`src/rtl/nn_pkg.sv`:
```
// Shared layer-glue definitions: serializer state encoding and an index-width helper.
package nn_pkg;

   typedef enum logic {
      COLLECT = 1'b0,
      STREAM  = 1'b1
   } state_t;

   // Width of an index over n items, never narrower than one bit.
   function automatic int unsigned clog2_min1(input int unsigned n);
      return (n <= 1) ? 1 : int'($clog2(n));
   endfunction

endpackage

```
`src/rtl/layer_out_serializer.sv`:
```
// Gathers NN parallel neuron results (any order, any cycle) and replays them as a
// contiguous one-word-per-cycle stream in neuron index order.
module layer_out_serializer
   import nn_pkg::*;
#(
   parameter int unsigned NN        = 10,
   parameter int unsigned dataWidth = 16
) (
   input  logic                      clk,
   input  logic                      rst,
   input  logic [NN-1:0]             i_valid,
   input  logic [NN*dataWidth-1:0]   i_data,
   input  logic                      ovr_clr,
   output logic                      x_valid,
   output logic [dataWidth-1:0]      x_out,
   output logic                      x_last,
   output logic                      busy,
   output logic                      overrun
);

   localparam int unsigned   IW       = clog2_min1(NN);
   localparam logic [IW-1:0] LAST_IDX = IW'(NN - 1);

   state_t               state, state_nxt;
   logic [NN-1:0]        flag;
   logic [IW-1:0]        idx;
   logic [dataWidth-1:0] data_buf [NN];
   logic                 at_last;
   logic                 capture;
   logic                 ovr_evt;

   always_comb begin
      state_nxt = state;
      at_last   = (idx == LAST_IDX);
      capture   = 1'b0;
      ovr_evt   = 1'b0;
      case (state)
         COLLECT: begin
            capture = 1'b1;
            ovr_evt = |(flag & i_valid);
            if (&(flag | i_valid)) state_nxt = STREAM;
         end
         STREAM: begin
            // The final edge reads data_buf[NN-1] before the new batch lands, so capture is safe.
            if (at_last) begin
               capture   = 1'b1;
               state_nxt = COLLECT;
            end else begin
               ovr_evt = |i_valid;
            end
         end
         default: state_nxt = COLLECT;
      endcase
   end

   always_ff @(posedge clk or negedge rst) begin
      if (!rst) state <= COLLECT;
      else      state <= state_nxt;
   end

   always_ff @(posedge clk or negedge rst) begin
      if (!rst) begin
         flag    <= '0;
         idx     <= '0;
         x_valid <= 1'b0;
         x_last  <= 1'b0;
         x_out   <= '0;
         overrun <= 1'b0;
         for (int unsigned k = 0; k < NN; k++) data_buf[k] <= '0;
      end else begin
         for (int unsigned k = 0; k < NN; k++) begin
            if (capture && i_valid[k]) data_buf[k] <= i_data[k*dataWidth +: dataWidth];
         end

         if (state == COLLECT) begin
            flag    <= flag | i_valid;
            x_valid <= 1'b0;
            x_last  <= 1'b0;
            if (state_nxt == STREAM) idx <= '0;
         end else begin
            x_out   <= data_buf[idx];
            x_valid <= 1'b1;
            x_last  <= at_last;
            idx     <= idx + 1'b1;
            if (at_last) flag <= i_valid;
         end

         if (ovr_evt)      overrun <= 1'b1;
         else if (ovr_clr) overrun <= 1'b0;
      end
   end

   assign busy = (state == STREAM);

endmodule

```
`config.mk`:
```
export PLATFORM = sky130hd
export DESIGN_NAME = layer_out_serializer
export DESIGN_NICKNAME = d
export VERILOG_FILES = /design/src/rtl/nn_pkg.sv /design/src/rtl/layer_out_serializer.sv
export SDC_FILE = /design/constraint.sdc
export NUM_CORES = 1
export LEC_CHECK = 0
export CORE_MARGIN = 5
export CORE_UTILIZATION = 45
export DETAILED_ROUTE_END_ITERATION = 8
export HOLD_SLACK_MARGIN = 0.06
export PLACE_DENSITY = 0.75
export SYNTH_ARGS = -nofsm -noshare
export SYNTH_HDL_FRONTEND = slang
export SYNTH_SLANG_ARGS = --single-unit
```
`constraint.sdc`:
```
create_clock -name clk -period 1.9 [get_ports clk]
set_clock_uncertainty 0.05 [all_clocks]
set_input_delay 0.19 -clock clk [delete_from_list [all_inputs] [get_ports clk]]
set_output_delay 0.19 -clock clk [all_outputs]
set_load 0.02 [all_outputs]
```
[After elaboration in Yosys (flattened, before gate mapping)]
Cells that the tools add are included.
Storage, ports and cells
  bits of input ports: 173
  register bits: 194
Cells by class
  eq/ne operators: 2
  mux-type cells: 18
  order comparisons: 1
  reduce and logical (&&, ||, !) cells: 15
  $add $sub $neg: 1
  bitwise gates (word level): 4
Operators with widths (number)
  binary-select mux 16 bit (select 4 bit): 1
  2-to-1 mux 16 bit: 2
  2-to-1 mux 10 bit: 2
  OR reduction 10 bit: 2
  AND 10 bit: 1
  logical AND 1 bit: 10
  bitwise OR 10 bit: 1
  AND reduction 10 bit: 1
  2-to-1 mux 1 bit: 8
  2-to-1 mux 4 bit: 2
  one-hot mux 1 bit (2 select lines): 3
  greater-or-equal comparator 5 bit, second input constant: 1
  NOT 4 -> 5 bit: 1
  adder 4 x 1 -> 4 bit, second input constant: 1
  equality test 4 bit, second input constant: 1
  nonzero test 2 bit: 2
  inequality test 2 x 1 -> 1 bit, second input constant: 1
  NOT 1 bit: 1

[Logic depth before layout (Yosys ltp)]
Gate-level depths: netlist (run 1).
  depth in word-level cells: 6
  mapped depth: 10

[Least setup slack after synthesis (run 1)]
No wires, ideal clock.
  kind: register to register
  start: register idx[1]
  end: register data_buf[102] (netlist name)
  path buffers: 4
  arrival time: 1825 ps
  cell stages (with the launch flop): 11
  data required time: 1725 ps
  clock period less this slack: 2000 ps
  slack: -100 ps
  setup time: 125 ps
  cell sequence: dfrtp_1 > buf_2 > inv_1 > ha_1 > nand3b_1 > nand2_1 > buf_6 > and2_4 > buf_6 > buf_6 > mux2_4
On the way
  cells in the longest elaborated chain, start to end: 4
RTL lines
  start: declaration: line layer_out_serializer.sv:26  | logic [IW-1:0] idx;
  start signal: assignment: line layer_out_serializer.sv:84  | idx <= idx + 1'b1;
  equality test 4 bit: line layer_out_serializer.sv:34  | at_last = (idx == LAST_IDX);
  2-to-1 mux 1 bit: line layer_out_serializer.sv:45  | if (at_last) begin
  one-hot mux 1 bit (2 select lines): line layer_out_serializer.sv:37  | case (state)
  logical AND 1 bit: line layer_out_serializer.sv:72  | if (capture && i_valid[k]) data_buf[k] <= i_data[k*dataWidth +: dataWidth];
  end signal: indexed assignment: line layer_out_serializer.sv:72
  end: declaration: line layer_out_serializer.sv:27  | logic [dataWidth-1:0] data_buf [NN];
Every way passes these cells.
A chain may end at the register's enable or synchronous reset.

[Worst setup path after layout (run 1)]
  start: register idx[0]
  end: register x_out[9]
On the way
  cells in the longest elaborated chain, start to end: 4
RTL lines
  NOT 4 -> 5 bit (implied by the code): line layer_out_serializer.sv:81  | x_out <= data_buf[idx];
  binary-select mux 16 bit (select 4 bit): line layer_out_serializer.sv:81
  2-to-1 mux 16 bit (implied by the code) (2 in series): line layer_out_serializer.sv:81
  end signal: assignment: line layer_out_serializer.sv:81
  end: declaration: line layer_out_serializer.sv:15  | output logic [dataWidth-1:0] x_out,
Every way passes these cells. The select of a mux whose other input is x is not followed.

==> metrics.md, run 1 <==
| Metric | Value |
|---|---|
| Pre-CTS setup slack | -0.167 ns |
| CP max FO | 11 |
| Final ANT Viol Nets | 0 |
| Die Area | 0.0233 mm2 |
| Syn Std Cell Area | 0.00914 mm2 |
| Area contributors post-synth | dfrtp_1, mux2_1, mux2_4, mux4_2, buf_6 |
| Unique cell type count in the Yosys netlist | 43 |
| Worst r2r src | idx[0] |
| WP buf/inv | 2 |
| Crit path largest cell delay | 0.56 ns |
| RSZ-0062 raised after global routing | no |
| Grt ovf | 0 |
| Htree depth | 4 |
| Clock Path Buffers | 2 |
| YS warnings | 0 |
| Worst vdd ir | 0.000695 V |
| Worst setup SP type | flip-flop |
| Number of global-route vias before repair | 6562 |
| Largest delay share family, worst path | multiplexers |
| Cell chain of the critical path | buf_6, buf_12, mux4_2, nor2b_2, o311ai_1 |
| Initial Util | 0.455 |
| Row Count | 52 |
| EDFF count, synth | 0 |
| Hold Crit Class | primary input to asynchronous set/reset pin |
| HPWL after DPL | 17500 um |
| Clock tree root buffer cell | clkbuf_16 |
| Sw Pwr | 6.38 mW |
| Fraction of registers with async set/reset | 1.00 |
| Most common cell after layout, fill and taps aside | dfrtp_1 |
| Final WL | 23800 um |
| Number of port buffers | 192 |
| Switching share of power | 0.332 |
| DR pass1 iterations | 5 |
| Mapped Cells | 608 |
| CTS tree | built |
| Total global-route track usage | 0.208 |
| Syn Nets | 783 |
| Slew Viols, Final | 0 |
| CTS Buf Count | 17 |
| Initial antenna violation count | 3 |
| Layout cells sized above 1 | 0.220 |
| CTS Sinks | 194 |
| Clk_lat worst skew | 0.44 ns |
| Critical Path RT | 2.14 ns |
| CTS clk-pin slew, worst paths | 0.07 ns |
| # DRC | 0 |
| Violation count after the first detailed-route iteration | 247 |
| Critical-path top delay cell | mux4_2 |
| Worst Setup EP | x_out[9] |
| # diodes | 0 |
| Fin nets | 977 |
| Crit Path Class | flip-flop to flip-flop |
| Global-route wire length before repair | 37500 um |
| Synthesized area per cell | 15.0 um2 |
| WL/cell | 22.0 um |
| Endpoints failing setup | 0 |
| Layout area overhead | 30.8% |
| Via/cell ratio | 5.43 |
| CP Launch Point | idx[0] |
| Power Total | 19.2 mW |
| I/O Pins | 193 |
| Max-cap viol count | 0 |
| Highest clock rate | 541 MHz |
| Commonest cells after routing, fill and taps aside | dfrtp_1, clkdlybuf4s50_1, mux2_1, mux2_4 |
| Die width | 153 um |
| Final Cycle Share | 0.972 |
| Sequential share of power | 0.385 |
| Setup TNS | 0 ns |
| Finished Cell Area | 0.0120 mm2 |
| Share of power burned in the clock network | 0.183 |
| Rel. slew slack | 0.693 |
| Lkg Pwr | 4.97 nW |
| Share of the synthesized area in the top cell type | 0.531 |
| Reg2Reg Setup Slack | 0.05 ns |
| Post-synthesis sequential area ratio | 0.531 |
| Final WS setup | 0.0525 ns |
| Placement-stage cell area | 0.0113 mm2 |
| CP Capture Type | flip-flop |
| Final GP Congestion | 0.859 |
| Post-synth top flop | dfrtp_1 |
| Worst path depth | 5 |
| Worst reg-to-reg path cell count | 5 |
| Tmin final | 1.85 ns |
| Die Y | 153 um |
| Largest net degree at the start of global routing | 48 |
| Layout Utilization | 0.595 |
| Arr. time, crit path | 2.09 ns |
| Power Internal | 12.8 mW |
| Combinational Power Share | 0.433 |
| Slew of the pin with the lowest slew margin | 0.460 ns |
| #FFs+latches synth | 194 |
| Core area | 0.0201 mm2 |
| FF-to-FF End | x_out[9] |
| Synth area leader | dfrtp_1 |
| Outcome | complete, no violations |
| Power Density | 1610 mW/mm2 |
| Total vias in the final route | 5890 |
| Final Hold Viols | 0 |
## logic make-up (layout without fill, tap and decap cells)
| logic type | after synthesis | in the layout | synth area share |
|---|---|---|---|
| xor gates and xnor gates | 1 | 1 | 0.000958 |
| buffers and inverters | 48 | 255 | 0.0396 |
| DFF | 194 | 194 | 0.531 |
| AOI/OAI and AO/OA | 58 | 58 | 0.0465 |
| adders and majority gates | 2 | 2 | 0.00274 |
| muxes | 224 | 224 | 0.329 |
| and+or+nand+nor | 81 | 81 | 0.0504 |
## power by group through the flow
stage               registers (mW)  clock network, mW  logic (mW)
CTS                           7.39               3.59        8.35
global route                  7.62               3.77        8.91
detailed placement            7.43                  0        8.27
global placement              7.31                  0        8.00
floorplan                     7.25                  0        5.79
finish                        7.39               3.51        8.31
## cell usage after synthesis, types with 2 or more instances
cell type	count
nor2b_1	15
mux4_2	16
inv_2	2
dfrtp_1	194
clkbuf_1	11
nand2_1	20
ha_1	2
nor4_1	2
a22o_1	2
and2_4	9
buf_1	2
nor2_1	4
nand2b_1	3
nand3_1	17
inv_1	3
buf_6	21
mux2_1	126
mux2_4	81
o22ai_1	20
a221oi_1	2
buf_4	5
or2_1	3
buf_2	4
o21ai_1	2
o311ai_1	15
a21o_1	10
## flip-flops by register name (all words and copies together) (netlist names)
name      cells
busy          1
data_buf    160
flag         10
idx           4
overrun       1
x_last        1
x_out        16
x_valid       1
## per-stage QoR
stage,hold WS [ns],std cells
after floorplan,-0.156,608
after detailed placement,0.0779,1052
after global routing,0.181,1085
after global placement,0.0692,1052
after CTS,0.165,1085
final,0.168,1085
## per-layer routing
metal / wire length, um / global-route usage
met1: 10300 / 0.273
met3: 1590 / 0.0582
met5: 27 / 0
met2: 11500 / 0.340
met4: 460 / 0.0590
## how the worst min path moves through the flow
stage | cells after the start | endpoint | from | slack, ns
finish | 2 | data_buf[59] | rst | 0.17
global route | 2 | data_buf[59] | rst | 0.18
CTS | 2 | data_buf[59] | rst | 0.17
detailed placement | 1 | data_buf[59] | rst | 0.08
global placement | 1 | data_buf[58] | rst | 0.07
floorplan | 0 | busy | rst | -0.16
## what timing repair did
| item | in CTS | in global routing |
|---|---|---|
| pin swaps | 1 | 2 |
| hold buffers | 1 | 0 |
| endpoints found under the hold margin | 186 | 0 |
| resized for setup | 7 | 5 |
| buffers inserted | 0 | 0 |
| setup endpoints to repair | 163 | 151 |
## layout make-up
| type | instances | area [um2] |
|---|---|---|
| Fill cell | 1478 | 8140 |
| Sequential cell | 194 | 4860 |
| Multi-Input combinational cell | 366 | 3970 |
| Timing Repair Buffer | 218 | 2200 |
| Clock buffer | 19 | 453 |
| Tap cell | 270 | 338 |
| Clock inverter | 13 | 125 |
| Inverter | 5 | 18.8 |
Power figures use the tool's default switching activity.
==> run 2: changes to the inputs <==
--- a/config.mk
+++ b/config.mk
@@ -7,2 +7,3 @@
 export LEC_CHECK = 0
+export CORE_ASPECT_RATIO = 1.75
 export CORE_MARGIN = 5
==> constraint.sdc (replaced) <==
create_clock -name clk -period 1.9 [get_ports clk]
set_clock_uncertainty 0.05 [all_clocks]
set_input_delay 0.475 -clock clk [delete_from_list [all_inputs] [get_ports clk]]
set_output_delay 0.475 -clock clk [all_outputs]
set_load 0.02 [all_outputs]
==> run 2 against run 1 <==
  * Maximum frequency about the same
  * Worst setup slack got worse by 0.0013 ns
  * Cell count decreased by 1.1%
  * Clock power decreased by 2%
  * Power increased by 0.26%
  * Critical path depth increased by 1
  * Sequential share of layout area decreased by 0.30 points
  * Worst hold slack improved by 0.27 ns
  * Register-to-register slack about the same
  * Final area increased by 0.77%
  * Largest cell class unchanged
==> metrics.md, run 2 (synthesized netlist as in run 1, its figures left out) <==
| Metric | Value |
|---|---|
| Total global-route track usage | 0.225 (was 0.208) |
| Sw Pwr | 6.60 mW (was 6.38 mW) |
| CTS tree | built (unchanged) |
| Max-cap viol count | 0 (unchanged) |
| Multi-input gate area | 0.00400 mm2 (was 0.00397 mm2) |
| Final WL | 26200 um (was 23800 um) |
| Placed instance count | 1038 (was 1052) |
| CTS clk-pin slew, worst paths | 0.07 ns (about the same) |
| HPWL after DPL | 19700 um (was 17500 um) |
| Number of global-route vias before repair | 6824 (was 6562) |
| Htree depth | 4 (unchanged) |
| Core area | 0.0202 mm2 (was 0.0201 mm2) |
| Die Area | 0.0234 mm2 (was 0.0233 mm2) |
| Lkg Pwr | 5.09 nW (was 4.97 nW) |
| Power Total | 19.3 mW (was 19.2 mW) |
| Power Density | 1600 mW/mm2 (was 1610 mW/mm2) |
| Switching share of power | 0.342 (was 0.332) |
| Worst vdd ir | 0.000738 V (was 0.000695 V) |
| Sequential share of power | 0.388 (was 0.385) |
| Via/cell ratio | 5.54 (was 5.43) |
| Total vias in the final route | 5944 (was 5890) |
| Biggest regs | data_buf x160, x_out x16, flag x10 (unchanged) |
| Post-Layout Cell Count | 1073 (was 1085) |
| Tmin final | 1.85 ns (about the same) |
| Die Y | 199 um (was 153 um) |
| CP Capture Type | flip-flop (unchanged) |
| CTS Buf Count | 17 (unchanged) |
| Final Cycle Share | 0.973 (was 0.972) |
| Worst setup SP type | flip-flop (unchanged) |
| CP max FO | 17 (was 11) |
| # DRC | 0 (unchanged) |
| Fillers | 1601 (was 1478) |
| Clock Path Buffers | 2 (unchanged) |
| I/O Pins | 193 (unchanged) |
| Register area | 0.00486 mm2 (about the same) |
| CTS Sinks | 194 (unchanged) |
| Arr. time, crit path | 2.11 ns (was 2.09 ns) |
| Outcome | complete, no violations (unchanged) |
| Cell chain of the critical path | ha_4, nand3b_1, nand2_4, and2_1, buf_12, mux2_1 (was buf_6, buf_12, mux4_2, nor2b_2, o311ai_1) |
| Grt ovf | 0 (unchanged) |
| # diodes | 0 (unchanged) |
| Combinational Power Share | 0.433 (about the same) |
| Placement-stage cell area | 0.0114 mm2 (was 0.0113 mm2) |
| Slew Viols, Final | 0 (unchanged) |
| Final GP Congestion | 0.881 (was 0.859) |
| Crit path largest cell delay | 0.52 ns (was 0.56 ns) |
| DR pass1 iterations | 4 (was 5) |
| Die width | 118 um (was 153 um) |
| Finished Cell Area | 0.0121 mm2 (was 0.0120 mm2) |
| Endpoints failing setup | 0 (unchanged) |
| Slew of the pin with the lowest slew margin | 0.560 ns (was 0.460 ns) |
| Commonest cells after routing, fill and taps aside | dfrtp_1, clkdlybuf4s50_1, mux2_1, mux2_4, buf_4 (was dfrtp_1, clkdlybuf4s50_1, mux2_1, mux2_4) |
| Layout cells sized above 1 | 0.238 (was 0.220) |
| RSZ-0062 raised after global routing | yes (was no) |
| Critical-path top delay cell | dfrtp_4 (was mux4_2) |
| Critical Path RT | 2.16 ns (was 2.14 ns) |
| Highest clock rate | 541 MHz (about the same) |
| Rel. slew slack | 0.627 (was 0.693) |
| Global-route wire length before repair | 39600 um (was 37500 um) |
| Violation count after the first detailed-route iteration | 369 (was 247) |
| Reg with most FFs | data_buf (unchanged) |
| Layout area overhead | 31.9% (was 30.8%) |
| Share of power burned in the clock network | 0.179 (was 0.183) |
| Final Hold Viols | 0 (unchanged) |
| Clk_lat worst skew | 0.44 ns (about the same) |
| Largest net degree at the start of global routing | 67 (was 48) |
| Setup TNS | 0 ns (unchanged) |
| Fin nets | 987 (was 977) |
| Max reg flops | 160 (unchanged) |
| Initial Util | 0.452 (was 0.455) |
| Number of port buffers | 192 (unchanged) |
| Row Count | 69 (was 52) |
| Final ANT Viol Nets | 0 (unchanged) |
| Most common cell after layout, fill and taps aside | dfrtp_1 (unchanged) |
| Power Internal | 12.7 mW (was 12.8 mW) |
| WL/cell | 24.4 um (was 22.0 um) |
| Hold Crit Class | flip-flop to flip-flop (was primary input to asynchronous set/reset pin) |
| Clock tree root buffer cell | clkbuf_16 (unchanged) |
| Initial antenna violation count | 0 (was 3) |
| Crit Path Class | flip-flop to flip-flop (unchanged) |
==> run 2: cell types whose count changed in the layout (fill, tap and decap cells not counted), moves of 4 or more <==
cell             previous run  this run
clkdlybuf4s50_1           190       171
mux2_4                     81        92
dlygate4sd2_1               1        19
nor2b_1                    11        15
nor2b_2                     4         0
buf_12                      6        11
mux2_1                    126       115
==> run 2: power by group through the flow <==
| stage | Combinational (mW) | Sequential (mW) | Clock, mW |
|---|---|---|---|
| 2_1_floorplan | 5.79 | 7.25 | 0 |
| 3_3_place_gp | 8.08 | 7.37 | 0 |
| 3_5_place_dp | 8.32 | 7.53 | 0 |
| 4_1_cts | 8.29 | 7.47 | 3.50 |
| 5_1_grt | 8.89 | 7.70 | 3.65 |
| 6_report | 8.33 | 7.48 | 3.45 |
==> run 2: worst paths after layout <==
path	endpoint	cells after the start	slack, ns	start
worst max-delay path	data_buf[9]	6	0.05	idx[0]
worst min-delay path	data_buf[50]	1	0.43	data_buf[50]
worst max register to register	data_buf[9]	6	0.05	idx[0]
worst min register to register	data_buf[50]	1	0.43	data_buf[50]
max in group asynchronous	busy	3	0.58	rst
min in group asynchronous	data_buf[154]	2	0.55	rst
==> run 2: layer usage <==
layer | share of wire | vias to the layer above | global-route usage
li1 | - | 2626 | -
met1 | 0.33 | 3068 | 0.228
met2 | 0.58 | 191 | 0.436
met3 | 0.043 | 59 | 0.0407
met4 | 0.046 | 0 | 0.113
met5 | 0 | - | 0
==> run 2: final cells by class <==
cell class	count	area share
well taps	248	0.0257
clock inverters	13	0.00955
repair buffers	226	0.191
multi-input cells	368	0.332
inverters	5	0.00156
flip-flops and latches	194	0.403
clock buffers	19	0.0367
==> run 2: timing repair <==
item | 4_1_cts | 5_1_grt
buffers inserted | 0 | 0
resized for setup | 26 | 13
cloned | 1 | 1
endpoints found under the setup margin | 183 | 49
pin swaps | 1 | 2
hold endpoints to repair | 58 | 0
hold buffers | 1 | 0
==> run 2: metrics by stage <==
stage / util / setup slack (ns) / hold WS, ns
final: 0.597 / 0.0512 / 0.435
after detailed placement: 0.566 / -0.253 / 0.421
after floorplan: - / 0.0123 / 0.129
after global routing: 0.597 / -0.0157 / 0.455
after CTS: 0.594 / 0.00402 / 0.438
after global placement: 0.566 / -0.248 / 0.410
==> run 2: worst max-delay path, delay by kind of cell, from the launching register on <==
kind	cells	cell delay, ns
DFF	1	0.52
and+or+nand+nor	3	0.51
muxes	1	0.32
adders and majority gates	1	0.17
buffers and inverters	1	0.16
==> run 3: changes to the inputs <==
Settings changed: ABC_CLOCK_PERIOD_IN_PS set to 1900.
==> results of run 3 <==
Same layout as run 2: the final DEF is identical, and so are final timing and power.
